### config.mk
export PLATFORM = sky130hd
export DESIGN_NAME = key_evt_sched
export DESIGN_NICKNAME = d
export VERILOG_FILES = /design/src/rtl/key_pkg.sv /design/src/rtl/key_evt_sched_rr_arbiter.sv /design/src/rtl/key_evt_sched.sv
export SDC_FILE = /design/constraint.sdc
export NUM_CORES = 1
export LEC_CHECK = 0
export ABC_AREA = 0
export BUFFER_PORTS_ARGS = -buffer_cell sky130_fd_sc_hd__buf_2
export CORE_AREA = 8 8 45 47
export CTS_CLUSTER_SIZE = 12
export DETAILED_ROUTE_END_ITERATION = 10
export DIE_AREA = 0 0 53 55
export PLACE_DENSITY = 0.67
export RECOVER_POWER = 50
export SLEW_MARGIN = 15
export SYNTH_ARGS = -nofsm -noshare
export SYNTH_HDL_FRONTEND = slang
export SYNTH_SLANG_ARGS = --single-unit
### constraint.sdc
create_clock -name clk -period 3.81 [get_ports clk]
set_input_delay 0.762 -clock clk [delete_from_list [all_inputs] [get_ports clk]]
set_output_delay 0.762 -clock clk [all_outputs]
set_load 0.05 [all_outputs]
### src/rtl/key_pkg.sv
// Shared types and defaults for the key event scheduler.
package key_pkg;

   localparam int unsigned KEY_NUM_DFLT = 4;

   typedef enum logic {
      IDLE  = 1'b0,
      OFFER = 1'b1
   } state_t;

endpackage : key_pkg

### src/rtl/key_evt_sched_rr_arbiter.sv
// Combinational round-robin picker: first requester after last_grant, wrapping.
module rr_arbiter #(
   parameter int unsigned KEY_NUM = 4,
   parameter int unsigned ID_W    = $clog2(KEY_NUM)
) (
   input  logic [KEY_NUM-1:0] req,
   input  logic [ID_W-1:0]    last_grant,
   output logic               gnt_valid,
   output logic [ID_W-1:0]    gnt_idx
);

   int unsigned idx;

   // Ascending search starting one past the previous winner.
   always_comb begin
      gnt_valid = 1'b0;
      gnt_idx   = '0;
      idx       = 0;
      for (int unsigned k = 1; k <= KEY_NUM; k++) begin
         idx = 32'(last_grant) + k;
         if (idx >= KEY_NUM) begin
            idx = idx - KEY_NUM;
         end
         if (!gnt_valid && req[ID_W'(idx)]) begin
            gnt_valid = 1'b1;
            gnt_idx   = ID_W'(idx);
         end
      end
   end

endmodule : rr_arbiter

### src/rtl/key_evt_sched.sv
// Collects per-key press pulses and offers them one at a time on a
// valid/ready port, round-robin, with a sticky flag for dropped presses.
module key_evt_sched
   import key_pkg::*;
#(
   parameter int unsigned KEY_NUM = KEY_NUM_DFLT,
   parameter int unsigned ID_W    = $clog2(KEY_NUM)
) (
   input  logic               clk,
   input  logic               rst,
   input  logic [KEY_NUM-1:0] key_en,
   output logic               evt_valid,
   output logic [ID_W-1:0]    evt_id,
   input  logic               evt_ready,
   output logic               ovf,
   input  logic               ovf_clr,
   output logic               busy
);

   state_t             state_q, state_d;
   logic [KEY_NUM-1:0] pend_q, pend_d;
   logic [ID_W-1:0]    last_q, last_d;
   logic [ID_W-1:0]    id_q, id_d;
   logic               valid_q, valid_d;
   logic               ovf_q, ovf_d;
   logic               busy_q, busy_d;

   logic               gnt_valid;
   logic [ID_W-1:0]    gnt_idx;
   logic               grant;
   logic               xfer;
   logic [KEY_NUM-1:0] clr_mask;
   logic               drop;

   rr_arbiter #(
      .KEY_NUM (KEY_NUM),
      .ID_W    (ID_W)
   ) u_arb (
      .req        (pend_q),
      .last_grant (last_q),
      .gnt_valid  (gnt_valid),
      .gnt_idx    (gnt_idx)
   );

   // Next-state: grant/offer sequencing, pending bookkeeping and overflow.
   always_comb begin
      state_d  = state_q;
      valid_d  = valid_q;
      id_d     = id_q;
      last_d   = last_q;
      grant    = 1'b0;
      clr_mask = '0;
      xfer     = valid_q & evt_ready;

      case (state_q)
         IDLE: begin
            grant = gnt_valid;
         end
         OFFER: begin
            if (xfer) begin
               grant = gnt_valid;
               if (!gnt_valid) begin
                  state_d = IDLE;
                  valid_d = 1'b0;
               end
            end
         end
         default: begin
            state_d = IDLE;
            valid_d = 1'b0;
         end
      endcase

      if (grant) begin
         state_d  = OFFER;
         valid_d  = 1'b1;
         id_d     = gnt_idx;
         last_d   = gnt_idx;
         clr_mask = KEY_NUM'(1) << gnt_idx;
      end

      // A new press on a key being granted this cycle re-arms it rather than dropping.
      drop   = |(key_en & pend_q & ~clr_mask);
      pend_d = (pend_q & ~clr_mask) | key_en;
      ovf_d  = drop ? 1'b1 : (ovf_clr ? 1'b0 : ovf_q);
      busy_d = (|pend_d) | valid_d;
   end

   // State registers; last grant resets to the top index so key 0 wins first.
   always_ff @(posedge clk or posedge rst) begin
      if (rst) begin
         state_q <= IDLE;
         pend_q  <= '0;
         last_q  <= ID_W'(KEY_NUM - 1);
         id_q    <= '0;
         valid_q <= 1'b0;
         ovf_q   <= 1'b0;
         busy_q  <= 1'b0;
      end else begin
         state_q <= state_d;
         pend_q  <= pend_d;
         last_q  <= last_d;
         id_q    <= id_d;
         valid_q <= valid_d;
         ovf_q   <= ovf_d;
         busy_q  <= busy_d;
      end
   end

   assign evt_valid = valid_q;
   assign evt_id    = id_q;
   assign ovf       = ovf_q;
   assign busy      = busy_q;

endmodule : key_evt_sched

Word-level counts from Yosys, hierarchy flattened
Index checks and enable logic that the tools add are counted.
{ "op_classes": {"add_sub_neg": 8, "order_cmp": 8, "shift": 1, "n_mux": 33, "bitwise": 8, "n_reduce_logical": 9} }
{ "op_table": {"columns": ["operator", "count"], "rows": [
  ["2-to-1 mux 1 bit", 19],
  ["2-to-1 mux 2 bit", 8],
  ["AND 4 bit", 3],
  ["< comparator 2 x 3 -> 1 bit (second input constant)", 4],
  ["greater-or-equal comparator 3 bit (second input constant)", 3],
  ["binary-select mux 1 bit (select 2 bit)", 4],
  ["OR reduction 4 bit", 2],
  ["subtractor 2 x 1 -> 2 bit (second input constant)", 4],
  ["adder 2 x 2 -> 3 bit (second input constant)", 2],
  ["adder 2 x 3 -> 4 bit (second input constant)", 1],
  ["greater-or-equal comparator 4 x 3 -> 1 bit (second input constant)", 1],
  ["2-to-1 mux 4 bit", 1],
  ["NOT 4 bit", 1],
  ["OR 4 bit", 1],
  ["left shift 1 x 2 -> 4 bit (first input constant)", 1],
  ["adder 2 x 1 -> 3 bit (second input constant)", 1],
  ["logical AND 1 bit", 3],
  ["zero test 1 bit", 3],
  ["one-hot mux 1 bit (2 select lines)", 1],
  ["nonzero test 2 bit", 1],
  ["AND 1 bit", 1],
  ["NOT 1 bit", 1],
  ["OR 1 bit", 1]
]} }
{ "totals": {"register_bits": 12, "in_bits": 8, "output_inout_bits": 5, "wordCells": 74} }

Logic depth before layout (Yosys ltp)
Gate-level depths: netlist (run 1).
{ "logic_depth": {"ltp_word": 23, "depth_mapped": 7, "ltp_nobuf": 6} }

Modules after synthesis
From an unflattened synthesis (run 1), not the netlist that was laid out.
{ "hier_totals": {"cells_unflattened": 73, "area_unflattened_um2": 688.2} }
{ "by_module_without_submodules": {"columns": ["mod", "n_inst", "cells_each", "area_per_inst_um2", "seq_area_each_um2"], "rows": [
  ["key_evt_sched", 1, 59, 596.8, 302.8],
  ["rr_arbiter", 1, 14, 91.3, 0.0]
]} }

Worst setup path after synthesis (run 1)
Ideal clock, no wire load.
{ "synth_path": {"path_kind": "input port to flip-flop", "from": "input evt_ready", "to": "register busy_q, in the netlist busy", "setup_ns": 0.139, "t_arrival_ns": 2.269, "slack_ns": 1.403, "path_stages": 6, "path_buffers": 0, "cell_sequence": "nand2_1 and2_1 nor4_1 a21boi_0 or2_2 or4_1"} }
{ "synth_via": {"elab_chain_cells": 9} }
{ "synth_lines": {"columns": ["element", "line_no", "source"], "rows": [
  ["start: declaration", "key_evt_sched.sv:14", "input logic evt_ready,"],
  ["AND 1 bit", "key_evt_sched.sv:53", "xfer = valid_q & evt_ready;"],
  ["2-to-1 mux 1 bit", "key_evt_sched.sv:60", "if (xfer) begin"],
  ["one-hot mux 1 bit (2 select lines)", "key_evt_sched.sv:55", "case (state_q)"],
  ["2-to-1 mux 4 bit", "key_evt_sched.sv:74", "if (grant) begin"],
  ["NOT 4 bit", "key_evt_sched.sv:84", "pend_d = (pend_q & ~clr_mask) | key_en;"],
  ["AND 4 bit", "key_evt_sched.sv:84", null],
  ["OR 4 bit", "key_evt_sched.sv:84", null],
  ["net pend_d[2]", "key_evt_sched.sv:21", "logic [KEY_NUM-1:0] pend_q, pend_d;"],
  ["OR reduction 4 bit", "key_evt_sched.sv:86", "busy_d = (|pend_d) | valid_d;"],
  ["OR 1 bit", "key_evt_sched.sv:86", null],
  ["net busy_d", "key_evt_sched.sv:26", "logic busy_q, busy_d;"],
  ["end signal: assignment", "key_evt_sched.sv:106", "busy_q <= busy_d;"],
  ["end: declaration", "key_evt_sched.sv:26", null]
]} }
The timed path passes the listed nets, and every way through them passes these cells.
A chain may end at the register's enable or synchronous reset.

Worst setup path after layout (run 1)
Ends and elaborated chain as after synthesis.

==> metrics.csv, run 1 <==
metric,value,unit
# rows,14,
first-pass detailed-route iteration total,4,
Initial Util,42.7,%
Final ANT Viol Nets,0,
routed vias,519,
htree depth,1,
clk buf depth,2,
die area,2920,um2
Ports,13,
"Seq/Total Area, Yosys",51.3,%
vias per cell,5.70,
GR Util All Layers,9.94,%
required time of the critical path,3950,ps
number of antenna violations at the first check in global routing,0,
Final Cycle Share,64.5,%
die height,55,um
WP data arrival,2600,ps
WL/cell,14.1,um
Final Instance Area,699,um2
CP Capture Type,register,
Synth Net Count,68,
Synth Register Bits,12,
fraction of layout cells with a size suffix above 1,30.7,%
DRC viols,0,
Final setup violation count,0,
"Hold Violations, Final",0,
hold_buf cts,0,
final setup TNS,0,ps
first-pass GRT wire length,2100,um
Worst slew margin,54.5,%
Worst Skew,2.64,ps
Area Growth Syn to Fin,18.4,%
Starting DRT DRC Count,12,
I/O Buffers,12,
core area,1380,um2
status,"finished, final reports clean",
syn_area_per_cell,9.84,um2
DRT Wirelength,1280,um
Synth cell types,30,
Crit Path Max Fanout,4,
"Clk Latency, worst-skew pair",270,ps
shortest period the worst path allows,2460,ps
nature of the critical path startpoint,primary input,
Final Wtd Congestion,0.779,
Pwr Density,809,nW/um2
Antenna Diode Count,0,
clock sink count,12,
CTS root buffer,clkbuf_4,
Post-Place Cell Area,663,um2
maximum clock rate,407,MHz
cts bufs inserted,3,
nets,84,
Post-CTS Setup Bufs,0,
die width,53,um
post-cts gate resize count,0,
critical path type,primary input to register,
Leakage,0.313,nW
grt total ovfl,0,
largest net degree at the start of global routing,13,
worst min path class,primary input to asynchronous set/reset pin,
Synth Instances,60,
max_cap viols,0,
measured slew at the worst slew-check pin,676,ps
HPWL Detailed,939,um
Mapped Area,591,um2
vias in the first global route,506,
RSZ-0062 raised after global routing,no,
Max rail drop VDD,380,uV
Slew Limit Fails,0,
clk slew on worst S/H paths,70,ps
CTS tree,built,
YS warnings,0,
-- area by class of cell --
class,instances,area (um2)
clock buffer,4,36.3
fill,127,684
inverter,4,15.0
multi-input combinational,43,265
sequential,12,303
tap,16,20.0
timing repair buffer,12,60.1
-- metrics by stage --
| step | worst slack (ps) | power (mW) | hold WS, ps | util (%) | cells |
|---|---|---|---|---|---|
| 6_report | 1350 | 0.566 | 478 | 50.5 | 91 |
| 2_1_floorplan | 1400 | 0.418 | 484 | - | 60 |
| 5_1_grt | 1170 | 0.600 | 504 | 50.5 | 91 |
| 3_3_place_gp | 1160 | 0.463 | 461 | 47.9 | 87 |
| 4_1_cts | 1380 | 0.570 | 488 | 50.5 | 91 |
| 3_5_place_dp | 1130 | 0.468 | 471 | 47.9 | 87 |
-- path summary, 6_finish.rpt --
kind | from | end | slack [ps] | cells after the start
setup / recovery | evt_ready | busy | 1350 | 7
hold / removal | rst | evt_id[0] | 480 | 2
setup reg to reg | pend_q[0] | busy | 1500 | 6
hold reg to reg | evt_id[1] | evt_id[1] | 480 | 1
max in group asynchronous | rst | last_q[1] | 2990 | 2
min in group clk | evt_id[1] | evt_id[1] | 480 | 1
-- critical path, cell delays in order --
cell and delay, ps:
buf_2 100, nand2_1 70, and2_0 210, nor4_1 450, a21boi_0 210, or2_2 320, or4_1 470
-- power breakdown --
part / switching [mW] / total [mW] / internal (mW) / leakage [nW]
Clock: 0.0402 / 0.0983 / 0.0581 / 0.0210
Combinational: 0.144 / 0.243 / 0.0985 / 0.174
Sequential: 0.0486 / 0.225 / 0.176 / 0.118
Total: 0.233 / 0.566 / 0.333 / 0.313
-- per-layer routing --
layer	GRT usage (%)	vias to the layer above	wire length [um]
li1	-	247	-
met1	10.5	244	506
met2	17.2	21	664
met3	1.87	7	59
met4	7.76	0	50
met5	0	-	0
-- cells in the mapped netlist, drive strengths merged --
cell type	count	area [um2]
nand3b	1	7.51
a31oi	1	6.26
or4	1	7.51
buf	1	7.51
a21boi	1	7.51
o221a	1	11.3
a21oi	1	5.00
a21o	3	23.8
nand3	2	10.0
o31a	1	8.76
and2b	1	8.76
nand2	9	33.8
inv	4	15.0
nand2b	1	6.26
o211ai	1	7.51
a2bb2oi	1	8.76
o31ai	1	7.51
nor4	2	12.5
a32oi	1	8.76
nor3	1	5.00
or3	2	12.5
and2	1	6.26
mux2i	1	10.0
o21a	2	15.0
dfrtp	10	250
a211oi	1	7.51
dfstp	2	52.6
nor2	4	15.0
or2	2	12.5
-- flip-flops by register name, summed over array words and instances, names as in the netlist --
register   count
pend_q         4
state_q        1
ovf            1
busy           1
last_q         2
evt_valid      1
evt_id         2
-- logic make-up (layout without fill, tap and decap cells) --
kind of cell	after synthesis	in the layout	share of synthesized area, %
flops	12	12	51.3
mux	1	1	1.69
buf+inv	5	20	3.81
compound gates	15	15	19.9
simple gates	27	27	23.3
-- layout by cell type (no fill, tap or decap), types with 2 or more instances in the layout --
| cell type | instances |
|---|---|
| buf_2 | 12 |
| dfrtp_1 | 10 |
| nand2_1 | 9 |
| nor2_1 | 4 |
| inv_1 | 4 |
| clkbuf_4 | 3 |
| nor4_1 | 2 |
| o21a_1 | 2 |
| or3_1 | 2 |
| nand3_1 | 2 |
| or2_2 | 2 |
| a21o_1 | 2 |
| dfstp_2 | 2 |
No activity file was read; power rests on OpenSTA's default activity.
==> inputs of run 2 (changes only) <==
- CORE_AREA: 8 8 45 47 -> unset
- CORE_MARGIN: unset -> 8
- CORE_UTILIZATION: unset -> 45
- DIE_AREA: 0 0 53 55 -> unset
- PLACE_DENSITY: 0.67 -> 0.71
- clock period: 3.81 -> 2.2 ns (I/O delays scaled with it)
==> run 2 against run 1 <==
  * Wire length shrank 2.0%
  * Global-route usage is 0.33 points higher
  * Die area is 6.4% lower
  * Setup slack worse by 1300 ps
  * Critical endpoint unchanged
  * Combinational power grew 110%
  * Register-to-register slack worse by 1500 ps
  * Critical path type is now register to register
  * Core utilization is 8.2 points higher
  * Final area is 6.6% higher
  * Sequential share of layout area is 2.5 points lower
  * Clock power grew 38%
  * First-iteration DRC count up 25%
==> metrics.csv, run 2 (same netlist as run 1, synthesis figures left out) <==
metric,value,unit,change
fraction of layout cells with a size suffix above 1,36.6,%,+5.9 points
Starting DRT DRC Count,15,,+3
CTS root buffer,clkbuf_4,,
"Cell Chain, Critical Path",o211ai_1 > nand2_1 > or3_4 > o31a_1 > or3_1 > or4_1,,
status,"finished, final reports clean",,
largest net degree at the start of global routing,13,,unchanged
"Clk Latency, worst-skew pair",270,ps,about the same
"commonest non-fill, non-tap cells in the layout","buf_2, nand2_1, dfrtp_1",,
Worst slew margin,60.9,%,+6.3 points
Final Wtd Congestion,0.823,,+5.6%
critical path type,register to register,,
Leakage,0.338,nW,+8.2%
Area Growth Syn to Fin,26.3,%,
worst min path class,primary input to asynchronous set/reset pin,,
Worst path slowest cell,dfrtp_1,,
Slew Limit Fails,0,,unchanged
number of flip-flops in the largest register,4,,unchanged
cell family with most CP delay,simple AND/OR/NAND/NOR gates,,
Crit Path Max Fanout,4,,unchanged
clk buf depth,2,,unchanged
"Hold Violations, Final",0,,unchanged
clock sink count,12,,unchanged
WP data arrival,2320,ps,-280 ps
Final setup violation count,0,,unchanged
maximum clock rate,458,MHz,
GR Util All Layers,10.3,%,+0.33 points
Max rail drop VDD,572,uV,+50%
Final Hold Slack,169,ps,-309 ps
Pwr Density,1380,nW/um2,+70%
"Most flops, register",pend_q,,
required time of the critical path,2340,ps,-1610 ps
"commonest non-fill, non-tap cell in the layout",buf_2,,
# rows,13,,-1
HPWL Detailed,963,um,+2.5%
nature of the critical path startpoint,register,,
htree depth,1,,unchanged
vias in the first global route,520,,+2.8%
max_cap viols,0,,unchanged
shortest period the worst path allows,2180,ps,
DRT Wirelength,1260,um,-2.0%
CP Capture Type,register,,
RSZ-0062 raised after global routing,yes,,
first-pass detailed-route iteration total,4,,unchanged
hold_buf cts,0,,unchanged
die area,2730,um2,-6.4%
Antenna Diode Count,0,,unchanged
DRC viols,0,,unchanged
die height,52.2,um,-5.0%
worst path buffer plus inverter count,0,,-1
Final ANT Viol Nets,0,,unchanged
number of antenna violations at the first check in global routing,0,,unchanged
grt total ovfl,0,,unchanged
die width,52.2,um,-1.5%
measured slew at the worst slew-check pin,589,ps,-86.3 ps
nets,91,,+8.3%
first-pass GRT wire length,2080,um,-1.0%
CTS tree,built,,
clk slew on worst S/H paths,70,ps,about the same
Initial Util,46.5,%,+3.9 points
Worst path max stage delay,420,ps,-50 ps
Ports,13,,unchanged
I/O Buffers,12,,unchanged
cts bufs inserted,3,,unchanged
routed vias,520,,+0.19%
core area,1270,um2,-8.3%
vias per cell,5.36,,-6.0%
Worst Skew,3.34,ps,+0.696 ps
final setup TNS,0,ps,unchanged
WL/cell,12.9,um,-8.1%
Final Cycle Share,99.3,%,
run 2: final cells by class:
type,count,area [um2]
clock buffers,4,26.3
flip-flops and latches,12,304
inverters,4,15.0
multi-input cells,43,270
repair buffers,19,111
well taps,15,18.8
fillers,116,523
run 2: worst paths after layout:
| path | from | end | slack (ps) | cells past startpoint |
|---|---|---|---|---|
| max | pend_q[1] | busy | 20 | 6 |
| min | rst | pend_q[3] | 170 | 2 |
| max reg2reg | pend_q[1] | busy | 20 | 6 |
| min reg2reg | evt_id[1] | evt_id[1] | 470 | 1 |
| max in group asynchronous | rst | last_q[0] | 1690 | 2 |
| min in group clk | key_en[3] | pend_q[3] | 390 | 2 |
run 2: through the flow:
stage	setup WS, ps	instance area (um2)	utilization, %	instances	total power [mW]
finish	15.5	746	58.8	97	1.03
floorplan	3.05	592	-	60	0.725
CTS	6.55	734	57.9	96	1.00
global route	-66.3	746	58.8	97	1.10
detailed placement	22.4	708	55.8	92	0.859
global placement	11.7	708	55.8	92	0.859
run 2: report_power, final:
group / total (mW) / internal, mW / switching, mW / leakage [nW]
registers: 0.385 / 0.306 / 0.0790 / 0.117
clock network: 0.136 / 0.0701 / 0.0658 / 0.0150
logic: 0.507 / 0.236 / 0.270 / 0.206
run 2: routing by layer:
layer / wire (um) / vias up / GRT usage, %
met1: 533 / 241 / 12.1
met2: 619 / 13 / 14.8
met3: 57 / 4 / 2.27
met4: 45 / 0 / 9.91
li1: - / 262 / -
met5: 0 / - / 0
run 2: timing repair:
| item | CTS | global route |
|---|---|---|
| setup endpoints to repair | 0 | 1 |
| setup buffers | 0 | 1 |
| resized for setup | 0 | 1 |
| endpoints found under the hold margin | 0 | 0 |
==> inputs of run 3 (changes only) <==
==> constraint.sdc (replaced) <==
create_clock -name clk -period 2.2 [get_ports clk]
set_input_delay 0.11 -clock clk [delete_from_list [all_inputs] [get_ports clk]]
set_output_delay 0.11 -clock clk [all_outputs]
set_load 0.05 [all_outputs]
==> run 3 against run 2 <==
  * Power shrank 1.0%
  * Register-to-register slack is essentially flat
  * Clock skew grew 5.8 ps
  * Sequential cell count is the same
  * Worst hold slack lost 110 ps
  * Clock power is essentially flat
  * Sequential power grew 2%
  * Critical path depth is the same
  * Setup slack lost 7.9 ps
  * Largest power group unchanged
==> metrics.csv, run 3 (same netlist as run 1, synthesis figures left out) <==
metric,value,unit,change
status,"finished, final reports clean",,
Clk pwr share,13.5,%,+0.3 points
vias per cell,5.48,,+2.2%
Final Hold Slack,56.6,ps,-112 ps
"commonest non-fill, non-tap cell in the layout",buf_2,,
grt total ovfl,0,,unchanged
Leakage,0.330,nW,-2.4%
Worst path slowest cell,dfrtp_1,,
Worst path max stage delay,420,ps,about the same
reg2reg setup slack,8,ps,about the same
largest net degree at the start of global routing,13,,unchanged
Ports,13,,unchanged
die area,2730,um2,unchanged
Initial Util,46.5,%,unchanged
Net Sw Frac,41.4,%,+1.0 points
number of antenna violations at the first check in global routing,0,,unchanged
Worst Skew,9.17,ps,+5.83 ps
WL/cell,14.2,um,+9.8%
first-pass detailed-route iteration total,4,,unchanged
"Clk Latency, worst-skew pair",270,ps,about the same
critical path type,register to register,,
Worst slew margin,60.4,%,-0.49 points
Area Growth Syn to Fin,26.5,%,
die width,52.2,um,unchanged
I/O Buffers,12,,unchanged
CTS root buffer,clkbuf_4,,
fillcell total,112,,-3.4%
Crit Path Max Fanout,5,,+1
die height,52.2,um,unchanged
Pwr Density,1360,nW/um2,-1.2%
"Most flops, register",pend_q,,
"commonest non-fill, non-tap cells in the layout","buf_2, nand2_1, dfrtp_1",,
sw power,0.421,mW,+1.6%
first-pass GRT wire length,2230,um,+7.0%
RSZ-0062 raised after global routing,yes,,
maximum clock rate,456,MHz,-0.36%
# rows,13,,unchanged
required time of the critical path,2330,ps,about the same
GR Util All Layers,10.9,%,+0.64 points
Final ANT Viol Nets,0,,unchanged
"Hold Violations, Final",0,,unchanged
shortest period the worst path allows,2190,ps,+7.86 ps
combinational fraction of design power,48.1,%,-1.2 points
CTS tree,built,,
nature of the critical path startpoint,register,,
HPWL Detailed,975,um,+1.3%
vias in the first global route,556,,+6.9%
"Cell Chain, Critical Path",o211ai_1 > nand2_1 > or3_4 > o31a_1 > or3_1 > or4_1,,
number of flip-flops in the largest register,4,,unchanged
Starting DRT DRC Count,8,,-7
post-route insts no fill,96,,-1.0%
Final Wtd Congestion,0.761,,-7.5%
Final Cycle Share,99.7,%,+0.36 points
clock sink count,12,,unchanged
htree depth,1,,unchanged
Max rail drop VDD,584,uV,+2.1%
WP data arrival,2320,ps,about the same
cts bufs inserted,3,,unchanged
Final setup violation count,0,,unchanged
Antenna Diode Count,0,,unchanged
core area,1270,um2,unchanged
nets,90,,-1.1%
P_int,0.596,mW,-2.7%
fraction of layout cells with a size suffix above 1,35.8,%,-0.78 points
area of the multi-input gates,277,um2,+2.3%
Final Total Pwr,1.02,mW,-1.0%
Slew Limit Fails,0,,unchanged
placed cells,90,,-2.2%
max_cap viols,0,,unchanged
measured slew at the worst slew-check pin,597,ps,+7.32 ps
Seq. cell area,305,um2,+0.41%
routed vias,526,,+1.2%
worst path buffer plus inverter count,0,,unchanged
final core utilization,58.9,%,+0.099 points
DRT Wirelength,1360,um,+8.7%
cell family with most CP delay,simple AND/OR/NAND/NOR gates,,
Flop pwr share,38.4,%,+0.9 points
DRC viols,0,,unchanged
final setup TNS,0,ps,unchanged
CP Capture Type,register,,
clk buf depth,2,,unchanged
worst min path class,primary input to register,,
clk slew on worst S/H paths,80,ps,about the same
run 3: power by group through the flow:
stage,registers (mW),logic (mW),clock network (mW)
after floorplan,0.443,0.281,0
after global placement,0.383,0.453,0
after detailed placement,0.387,0.457,0
after CTS,0.384,0.461,0.143
after global routing,0.401,0.529,0.159
final,0.391,0.489,0.138
run 3: path summary, 6_finish.rpt:
| check | start | endpoint | cells past startpoint |
|---|---|---|---|
| max in group asynchronous | rst | last_q[0] | 3 |
| worst max register to register | pend_q[0] | busy | 6 |
| worst max-delay path | pend_q[0] | busy | 6 |
| worst min-delay path | key_en[0] | pend_q[0] | 2 |
| worst min register to register | evt_id[1] | evt_id[1] | 1 |
| min in group asynchronous | rst | pend_q[0] | 3 |
run 3: through the flow:
| step | cell area (um2) | worst slack, ps |
|---|---|---|
| 6_report | 747 | 7.66 |
| 5_1_grt | 747 | -74.4 |
| 4_1_cts | 729 | 0.348 |
| 3_5_place_dp | 693 | 34.9 |
| 2_1_floorplan | 592 | 3.05 |
| 3_3_place_gp | 693 | 69.1 |
run 3: worst register-to-register path, delay by kind of cell (launching register included):
family / cells / cell delay [ps]
flops: 1 / 420
simple gates: 4 / 1200
compound gates: 2 / 440
run 3: per-layer routing:
metal  up-vias  wire [um]  track usage [%]
met5         -          0                0
met4         0         36             9.05
met3         4         55             3.13
met2        12        715             18.4
met1       251        557             10.8
li1        259          -                -
run 3: final cells by class:
type	instances	share of cell area [%]
inverter	4	2.01
multi-input combinational	43	37.0
clock buffer	4	3.52
timing repair buffer	18	14.1
tap	15	2.51
sequential	12	40.9
run 3: what timing repair did:
item | 4_1_cts | 5_1_grt
resized for setup | 0 | 3
hold endpoints to repair | 10 | 0
setup endpoints to repair | 0 | 1
setup buffers | 0 | 1
hold buffers | 1 | 0
